--- config.mk ---
export PLATFORM = sky130hd
export DESIGN_NAME = mem_arbiter_flat
export DESIGN_NICKNAME = d
export VERILOG_FILES = /design/src/rtl/mem_arbiter_if.sv /design/src/rtl/mem_arbiter.sv /design/src/flat_wrapper.sv
export SDC_FILE = /design/constraint.sdc
export NUM_CORES = 1
export LEC_CHECK = 0
export BUFFER_PORTS_ARGS = -buffer_cell sky130_fd_sc_hd__buf_2
export CORE_AREA = 2 2 134 136
export DETAILED_ROUTE_END_ITERATION = 10
export DIE_AREA = 0 0 136 138
export GPL_TIMING_DRIVEN = 0
export PLACE_DENSITY = 0.47
export SLEW_MARGIN = 20
export SYNTH_ARGS = -nofsm -noshare
export SYNTH_HDL_FRONTEND = slang
export SYNTH_SLANG_ARGS = --single-unit
--- constraint.sdc ---
create_clock -name clk -period 1.4 [get_ports clk]
set_clock_uncertainty 0.05 [all_clocks]
set_input_delay 0.07 -clock clk [delete_from_list [all_inputs] [get_ports clk]]
set_output_delay 0.07 -clock clk [all_outputs]
set_load 0.01 [all_outputs]
--- src/rtl/mem_arbiter_if.sv ---
// mem_arbiter_if -- groups the CPU instruction port, CPU data port and the
// unified memory port of mem_arbiter into a single bundle.
//   master : arbiter view (accepts CPU requests, drives the memory request,
//            forwards memory responses back to the CPU)
//   slave  : environment view (CPU core plus memory model)
// Signal names match the original flat port list of mem_arbiter.
interface mem_arbiter_if;
  // CPU instruction channel
  logic [31:0] PC;
  logic        Inst_Req_Valid;
  logic        Inst_Req_Ready;
  logic [31:0] Instruction;
  logic        Inst_Valid;
  logic        Inst_Ready;
  // CPU data channel
  logic [31:0] Address;
  logic        MemWrite;
  logic        MemRead;
  logic [31:0] Write_data;
  logic [3:0]  Write_strb;
  logic        Mem_Req_Ready;
  logic [31:0] Read_data;
  logic        Read_data_Valid;
  logic        Read_data_Ready;
  // Unified memory port
  logic        mem_req_valid;
  logic        mem_req_ready;
  logic [31:0] mem_req_addr;
  logic        mem_req_wen;
  logic [31:0] mem_req_wdata;
  logic [3:0]  mem_req_wstrb;
  logic        mem_resp_valid;
  logic        mem_resp_ready;
  logic [31:0] mem_resp_data;

  modport master (
    input  PC, Inst_Req_Valid, Inst_Ready,
    input  Address, MemWrite, MemRead, Write_data, Write_strb, Read_data_Ready,
    input  mem_req_ready, mem_resp_valid, mem_resp_data,
    output Inst_Req_Ready, Instruction, Inst_Valid,
    output Mem_Req_Ready, Read_data, Read_data_Valid,
    output mem_req_valid, mem_req_addr, mem_req_wen, mem_req_wdata, mem_req_wstrb,
    output mem_resp_ready
  );

  modport slave (
    output PC, Inst_Req_Valid, Inst_Ready,
    output Address, MemWrite, MemRead, Write_data, Write_strb, Read_data_Ready,
    output mem_req_ready, mem_resp_valid, mem_resp_data,
    input  Inst_Req_Ready, Instruction, Inst_Valid,
    input  Mem_Req_Ready, Read_data, Read_data_Valid,
    input  mem_req_valid, mem_req_addr, mem_req_wen, mem_req_wdata, mem_req_wstrb,
    input  mem_resp_ready
  );
endinterface

--- src/rtl/mem_arbiter.sv ---
// mem_arbiter -- arbitrates a CPU instruction-fetch port and a CPU data port
// onto one memory port with at most one transaction outstanding. Data
// requests have fixed priority over instruction fetches. Writes complete on
// the request handshake; reads wait for one response, which is returned only
// to the channel that issued it.
// Ports:
//   clk           sole clock, rising edge
//   rst           synchronous active-high reset
//   bus           mem_arbiter_if.master (CPU inst/data channels, memory port)
//   arb_inst_wait instruction-channel stall counter
//   arb_data_wait data-channel stall counter
// Build option: define ARB_PERF_CNT_EN to enable the stall counters; when it
// is undefined both counter outputs are tied to zero and no counter
// registers are built.
module mem_arbiter (
  input  logic                 clk,
  input  logic                 rst,
  mem_arbiter_if.master        bus,
  output logic [31:0]          arb_inst_wait,
  output logic [31:0]          arb_data_wait
);

  typedef enum logic [1:0] {
    IDLE   = 2'd0,
    WAIT_I = 2'd1,
    WAIT_D = 2'd2
  } state_e;

  state_e state_q, state_d;

  logic        data_req;
  logic        req_valid;
  logic [31:0] req_addr;
  logic        req_wen;
  logic [31:0] req_wdata;
  logic [3:0]  req_wstrb;
  logic        inst_req_ready;
  logic        data_req_ready;
  logic        inst_valid;
  logic [31:0] inst_data;
  logic        rd_valid;
  logic [31:0] rd_data;
  logic        resp_ready;

  assign data_req = bus.MemRead | bus.MemWrite;

  always_ff @(posedge clk) begin
    if (rst) begin
      state_q <= IDLE;
    end else begin
      state_q <= state_d;
    end
  end

  always_comb begin
    state_d        = state_q;
    req_valid      = 1'b0;
    req_addr       = '0;
    req_wen        = 1'b0;
    req_wdata      = '0;
    req_wstrb      = '0;
    inst_req_ready = 1'b0;
    data_req_ready = 1'b0;
    inst_valid     = 1'b0;
    inst_data      = '0;
    rd_valid       = 1'b0;
    rd_data        = '0;
    resp_ready     = 1'b0;

    case (state_q)
      IDLE: begin
        // Nothing is outstanding, so any stray response is accepted and dropped.
        resp_ready = 1'b1;
        req_valid  = bus.Inst_Req_Valid | data_req;
        if (data_req) begin
          req_addr       = bus.Address;
          req_wen        = bus.MemWrite;
          req_wdata      = bus.Write_data;
          req_wstrb      = bus.Write_strb;
          data_req_ready = bus.mem_req_ready;
          // A write has no response phase; stay in IDLE after it is accepted.
          if (bus.mem_req_ready) begin
            state_d = bus.MemWrite ? IDLE : WAIT_D;
          end
        end else if (bus.Inst_Req_Valid) begin
          req_addr       = bus.PC;
          inst_req_ready = bus.mem_req_ready;
          if (bus.mem_req_ready) begin
            state_d = WAIT_I;
          end
        end
      end
      WAIT_I: begin
        inst_valid = bus.mem_resp_valid;
        inst_data  = bus.mem_resp_data;
        resp_ready = bus.Inst_Ready;
        if (bus.mem_resp_valid && bus.Inst_Ready) begin
          state_d = IDLE;
        end
      end
      WAIT_D: begin
        rd_valid   = bus.mem_resp_valid;
        rd_data    = bus.mem_resp_data;
        resp_ready = bus.Read_data_Ready;
        if (bus.mem_resp_valid && bus.Read_data_Ready) begin
          state_d = IDLE;
        end
      end
      default: begin
        state_d = IDLE;
      end
    endcase

    // The state register only clears on the clock edge, so handshake outputs
    // are forced low for the whole time reset is asserted.
    if (rst) begin
      req_valid      = 1'b0;
      inst_req_ready = 1'b0;
      data_req_ready = 1'b0;
      inst_valid     = 1'b0;
      rd_valid       = 1'b0;
    end
  end

  assign bus.mem_req_valid   = req_valid;
  assign bus.mem_req_addr    = req_addr;
  assign bus.mem_req_wen     = req_wen;
  assign bus.mem_req_wdata   = req_wdata;
  assign bus.mem_req_wstrb   = req_wstrb;
  assign bus.mem_resp_ready  = resp_ready;
  assign bus.Inst_Req_Ready  = inst_req_ready;
  assign bus.Instruction     = inst_data;
  assign bus.Inst_Valid      = inst_valid;
  assign bus.Mem_Req_Ready   = data_req_ready;
  assign bus.Read_data       = rd_data;
  assign bus.Read_data_Valid = rd_valid;

`ifdef ARB_PERF_CNT_EN
  logic [31:0] inst_wait_q;
  logic [31:0] data_wait_q;
  logic        inst_stall;
  logic        data_stall;

  assign inst_stall = (bus.Inst_Req_Valid && !inst_req_ready) ||
                      ((state_q == WAIT_I) && !inst_valid);
  assign data_stall = (data_req && !data_req_ready) ||
                      ((state_q == WAIT_D) && !rd_valid);

  // Counters wrap naturally at 2^32.
  always_ff @(posedge clk) begin
    if (rst) begin
      inst_wait_q <= '0;
      data_wait_q <= '0;
    end else begin
      if (inst_stall) inst_wait_q <= inst_wait_q + 32'd1;
      if (data_stall) data_wait_q <= data_wait_q + 32'd1;
    end
  end

  assign arb_inst_wait = rst ? '0 : inst_wait_q;
  assign arb_data_wait = rst ? '0 : data_wait_q;
`else
  assign arb_inst_wait = '0;
  assign arb_data_wait = '0;
`endif

endmodule

--- src/flat_wrapper.sv ---
// flat-port wrapper written by rule: the top's interface ports become plain ports
module mem_arbiter_flat 
  (clk, rst, arb_inst_wait, arb_data_wait, bus_PC, bus_Inst_Req_Valid, bus_Inst_Ready, bus_Address, bus_MemWrite, bus_MemRead, bus_Write_data, bus_Write_strb, bus_Read_data_Ready, bus_mem_req_ready, bus_mem_resp_valid, bus_mem_resp_data, bus_Inst_Req_Ready, bus_Instruction, bus_Inst_Valid, bus_Mem_Req_Ready, bus_Read_data, bus_Read_data_Valid, bus_mem_req_valid, bus_mem_req_addr, bus_mem_req_wen, bus_mem_req_wdata, bus_mem_req_wstrb, bus_mem_resp_ready);
  mem_arbiter_if bus_i ();
  input  logic clk;
  input  logic rst;
  output logic [31:0] arb_inst_wait;
  output logic [31:0] arb_data_wait;
  input wire logic [$bits(bus_i.PC)-1:0] bus_PC;
  input wire logic [$bits(bus_i.Inst_Req_Valid)-1:0] bus_Inst_Req_Valid;
  input wire logic [$bits(bus_i.Inst_Ready)-1:0] bus_Inst_Ready;
  input wire logic [$bits(bus_i.Address)-1:0] bus_Address;
  input wire logic [$bits(bus_i.MemWrite)-1:0] bus_MemWrite;
  input wire logic [$bits(bus_i.MemRead)-1:0] bus_MemRead;
  input wire logic [$bits(bus_i.Write_data)-1:0] bus_Write_data;
  input wire logic [$bits(bus_i.Write_strb)-1:0] bus_Write_strb;
  input wire logic [$bits(bus_i.Read_data_Ready)-1:0] bus_Read_data_Ready;
  input wire logic [$bits(bus_i.mem_req_ready)-1:0] bus_mem_req_ready;
  input wire logic [$bits(bus_i.mem_resp_valid)-1:0] bus_mem_resp_valid;
  input wire logic [$bits(bus_i.mem_resp_data)-1:0] bus_mem_resp_data;
  output wire logic [$bits(bus_i.Inst_Req_Ready)-1:0] bus_Inst_Req_Ready;
  output wire logic [$bits(bus_i.Instruction)-1:0] bus_Instruction;
  output wire logic [$bits(bus_i.Inst_Valid)-1:0] bus_Inst_Valid;
  output wire logic [$bits(bus_i.Mem_Req_Ready)-1:0] bus_Mem_Req_Ready;
  output wire logic [$bits(bus_i.Read_data)-1:0] bus_Read_data;
  output wire logic [$bits(bus_i.Read_data_Valid)-1:0] bus_Read_data_Valid;
  output wire logic [$bits(bus_i.mem_req_valid)-1:0] bus_mem_req_valid;
  output wire logic [$bits(bus_i.mem_req_addr)-1:0] bus_mem_req_addr;
  output wire logic [$bits(bus_i.mem_req_wen)-1:0] bus_mem_req_wen;
  output wire logic [$bits(bus_i.mem_req_wdata)-1:0] bus_mem_req_wdata;
  output wire logic [$bits(bus_i.mem_req_wstrb)-1:0] bus_mem_req_wstrb;
  output wire logic [$bits(bus_i.mem_resp_ready)-1:0] bus_mem_resp_ready;
  assign bus_i.PC = bus_PC;
  assign bus_i.Inst_Req_Valid = bus_Inst_Req_Valid;
  assign bus_i.Inst_Ready = bus_Inst_Ready;
  assign bus_i.Address = bus_Address;
  assign bus_i.MemWrite = bus_MemWrite;
  assign bus_i.MemRead = bus_MemRead;
  assign bus_i.Write_data = bus_Write_data;
  assign bus_i.Write_strb = bus_Write_strb;
  assign bus_i.Read_data_Ready = bus_Read_data_Ready;
  assign bus_i.mem_req_ready = bus_mem_req_ready;
  assign bus_i.mem_resp_valid = bus_mem_resp_valid;
  assign bus_i.mem_resp_data = bus_mem_resp_data;
  assign bus_Inst_Req_Ready = bus_i.Inst_Req_Ready;
  assign bus_Instruction = bus_i.Instruction;
  assign bus_Inst_Valid = bus_i.Inst_Valid;
  assign bus_Mem_Req_Ready = bus_i.Mem_Req_Ready;
  assign bus_Read_data = bus_i.Read_data;
  assign bus_Read_data_Valid = bus_i.Read_data_Valid;
  assign bus_mem_req_valid = bus_i.mem_req_valid;
  assign bus_mem_req_addr = bus_i.mem_req_addr;
  assign bus_mem_req_wen = bus_i.mem_req_wen;
  assign bus_mem_req_wdata = bus_i.mem_req_wdata;
  assign bus_mem_req_wstrb = bus_i.mem_req_wstrb;
  assign bus_mem_resp_ready = bus_i.mem_resp_ready;
  mem_arbiter u_core (.clk(clk), .rst(rst), .bus(bus_i), .arb_inst_wait(arb_inst_wait), .arb_data_wait(arb_data_wait));
endmodule
==> results.py <==
metrics = {
    "sta": {
        "finalWorstSetupSlack_ns": -0.1798,
        "fmax_mhz": 633.0,
        "period_share": 1.128,
        "rsz0062_at_grt": "true",
        "final.setup.tns_ns": -16.64,
        "whs_ns": 0.08657,
        "hold_viol_final": 0,
        "slew_viol_final": 0,
        "setup_viol": 136,
        "period_needed_ns": 1.580,
    },
    "clocking": {
        "cts-root-buf": "clkbuf_16",
        "cts_tree": "built",
        "path_clk_slew_ns": 0.03,
        "cts.path.max_buffers": 2,
        "htree_levels": 1,
        "cts_buffers": 3,
        "clkLatencyLatePin_ns": 0.23,
        "clkSinkCount": 2,
    },
    "synth": {
        "ys_ff_latch": 2,
        "synth_compound_area_frac": 0.1837,
        "syn_area_per_cell_um2": 7.149,
        "netlist_area_um2": 1723,
        "synth_xor_area_frac": 0,
        "synthMuxAreaShare": 0,
        "synth_fa_ha_area_frac": 0,
        "ys_seq_area_frac": 0.02324,
        "synth_warnings": 0,
        "synth_top_family_by_area": "simple AND/OR/NAND/NOR gates",
        "synth_cell_type_count": 24,
        "synthSimpleGateAreaFrac": 0.4423,
        "synthCells": 241,
    },
    "global_routing": {
        "grt_util_met3": 0.02090,
        "grt.busiest_layer": "met2",
        "grt_max_degree": 11,
        "use_met1": 0.1082,
        "grt.total_usage": 0.1011,
        "grt_pass1_wl_um": 14700,
        "overflow": 0,
        "grt_pass1_vias": 2676,
        "antenna_found_initial": 0,
        "grt_use_met2": 0.2007,
    },
    "power": {
        "vdd_drop_max_v": 0.0003833,
        "power.total_w": 0.001913,
        "powerDensity_nw_per_um2": 402.0,
        "p_leak_nw": 2.742,
    },
    "critical_path": {
        "worstPathMaxFanout": 4,
        "crit_path_start_kind": "register",
        "path_class": "register to output port",
        "critPathRequiredTime_ns": 1.28,
        "reg2reg_slack_ns": 0.25,
        "cp-end-kind": "output port",
        "worstPathArrival_ns": 1.46,
    },
    "cells_and_area": {
        "fin_area_um2": 4760,
        "finish.net_count": 749,
        "largest-register": "u_core.state_q",
        "largest_reg_flops": 2,
        "finalNonFillerCells": 835,
        "synthToLayoutAreaGrowth_pct": 176.3,
        "num-fill-cells": 1938,
        "antenna_cells": 0,
        "layout-drive-gt1-share": 0.7657,
        "reg_top3": "u_core.state_q x2",
    },
    "status": {
        "violations": "negative setup slack",
        "status": "finished, violations left",
    },
    "placement": {
        "placed_cells": 812,
        "placed_area_um2": 3642,
        "numPortBuffers": 279,
        "hpwl_um": 8610,
        "gp_congestion": 0.7337,
    },
    "route": {
        "drt_first_pass_iters": 4,
        "via_per_inst": 3.380,
        "drt_iter0_drc": 72,
        "ant_nets": 0,
        "drcViolationCount": 0,
        "routedWlPerCell_um": 13.11,
        "routed_wl_um": 10950,
        "vias": 2822,
    },
    "die": {
        "die_area_um2": 18770,
        "ios": 344,
        "start_util": 0.09826,
        "rows": 49,
        "fp.dieW_um": 136,
        "fp.coreArea_um2": 17530,
        "fp.dieH_um": 138,
    },
    "run": {
        "cap_violations": 0,
    },
    "worst_hold_path": {
        "hold_class": "input port to register",
    },
}
-- layer usage --
layer / vias up / share of wire
li1: 1395 / -
met1: 1230 / 0.36
met2: 191 / 0.53
met3: 6 / 0.10
met4: 0 / 0.0072
met5: - / 0
-- cells by family (layout without fill, tap and decap cells) --
logic type | Yosys count | after routing
simple gates | 120 | 122
other cells | 1 | 64
buf+inv | 82 | 382
compound gates | 36 | 36
flops | 2 | 2
-- repair_timing --
action	CTS	global route
gates resized for setup	127	90
pin swaps	72	15
setup buffers	9	4
cloned	10	0
endpoints found under the setup margin	134	133
hold buffers	0	0
-- where the power goes --
group	switching, W	internal [W]	leakage (nW)
clock	0.0000755	0.000364	0.0370
combinational	0.000609	0.000803	2.69
sequential	0.00000382	0.0000575	0.0178
total	0.000688	0.00123	2.74
-- worst max-delay path, cell delays in order (launching register included) --
cell and delay, ns:
dfxtp_4 0.35, buf_12 0.13, buf_6 0.12, and2b_2 0.23, buf_4 0.14, and2_1 0.14
buf_2 0.13
-- cells in the final DEF, fill, tap and decap left out --
master / instances
nor3b_2: 1
and2b_2: 2
clkbuf_8: 1
nor4_4: 1
and2b_4: 2
and2_1: 33
a21oi_2: 1
nand2_1: 2
nor3_1: 3
and2b_1: 1
clkbuf_16: 3
dfxtp_4: 2
a32oi_1: 1
buf_4: 73
buf_6: 84
and3b_1: 4
buf_8: 14
nor2b_1: 1
a22oi_1: 1
a22o_1: 31
buf_12: 3
o21a_4: 1
nor2_1: 1
nor2_4: 1
nand2b_4: 1
and2_4: 69
buf_2: 204
a22o_4: 1
conb_1: 64
-- stage by stage --
stage	setup slack [ns]	util
after global routing	-0.2479	0.2714
after global placement	-0.1717	0.2077
after CTS	-0.1999	0.2506
after floorplan	0.1959	-
final	-0.1798	0.2714
after detailed placement	-0.1607	0.2077
-- worst paths after layout --
kind / start / endpoint / cells past startpoint
worst max register to register: u_core.state_q[1]$_SDFFE_PP0P_ / u_core.state_q[1]$_SDFFE_PP0P_ / 6
worst max-delay path: u_core.state_q[0]$_SDFFE_PP0P_ / bus_Instruction[31] / 6
worst min register to register: u_core.state_q[0]$_SDFFE_PP0P_ / u_core.state_q[1]$_SDFFE_PP0P_ / 2
worst min-delay path: rst / u_core.state_q[1]$_SDFFE_PP0P_ / 2
-- layout make-up --
| cell class | count | area [µm²] | share of cell area |
|---|---|---|---|
| Buffer | 80 | 685.7 | 0.1441 |
| Clock buffer | 3 | 75.07 | 0.01577 |
| Multi-Input combinational cell | 222 | 1551 | 0.3260 |
| Sequential cell | 2 | 47.55 | 0.009989 |
| Tap cell | 229 | 286.5 | 0.06020 |
| Timing Repair Buffer | 299 | 2113 | 0.4440 |
-- synth_stat cells --
cell type / count / area [µm²]
a21oi_1: 1 / 5.000
a22o_1: 32 / 280.3
a22oi_1: 1 / 7.510
a32oi_1: 1 / 8.760
and2_1: 101 / 631.9
and2_4: 1 / 8.760
and2b_1: 3 / 22.52
and3b_1: 4 / 35.03
buf_2: 3 / 15.01
buf_4: 64 / 480.5
buf_6: 6 / 67.56
clkbuf_1: 6 / 22.52
clkbuf_2: 3 / 15.01
conb_1: 1 / 3.750
dfxtp_1: 2 / 40.04
nand2_1: 2 / 7.510
nand2b_1: 1 / 6.260
nor2_1: 1 / 3.750
nor2_2: 1 / 6.260
nor2b_1: 1 / 6.260
nor3_1: 3 / 15.01
nor3b_2: 1 / 12.51
nor4_1: 1 / 6.260
o21a_4: 1 / 15.01
No activity file was read; power rests on OpenSTA's default activity.
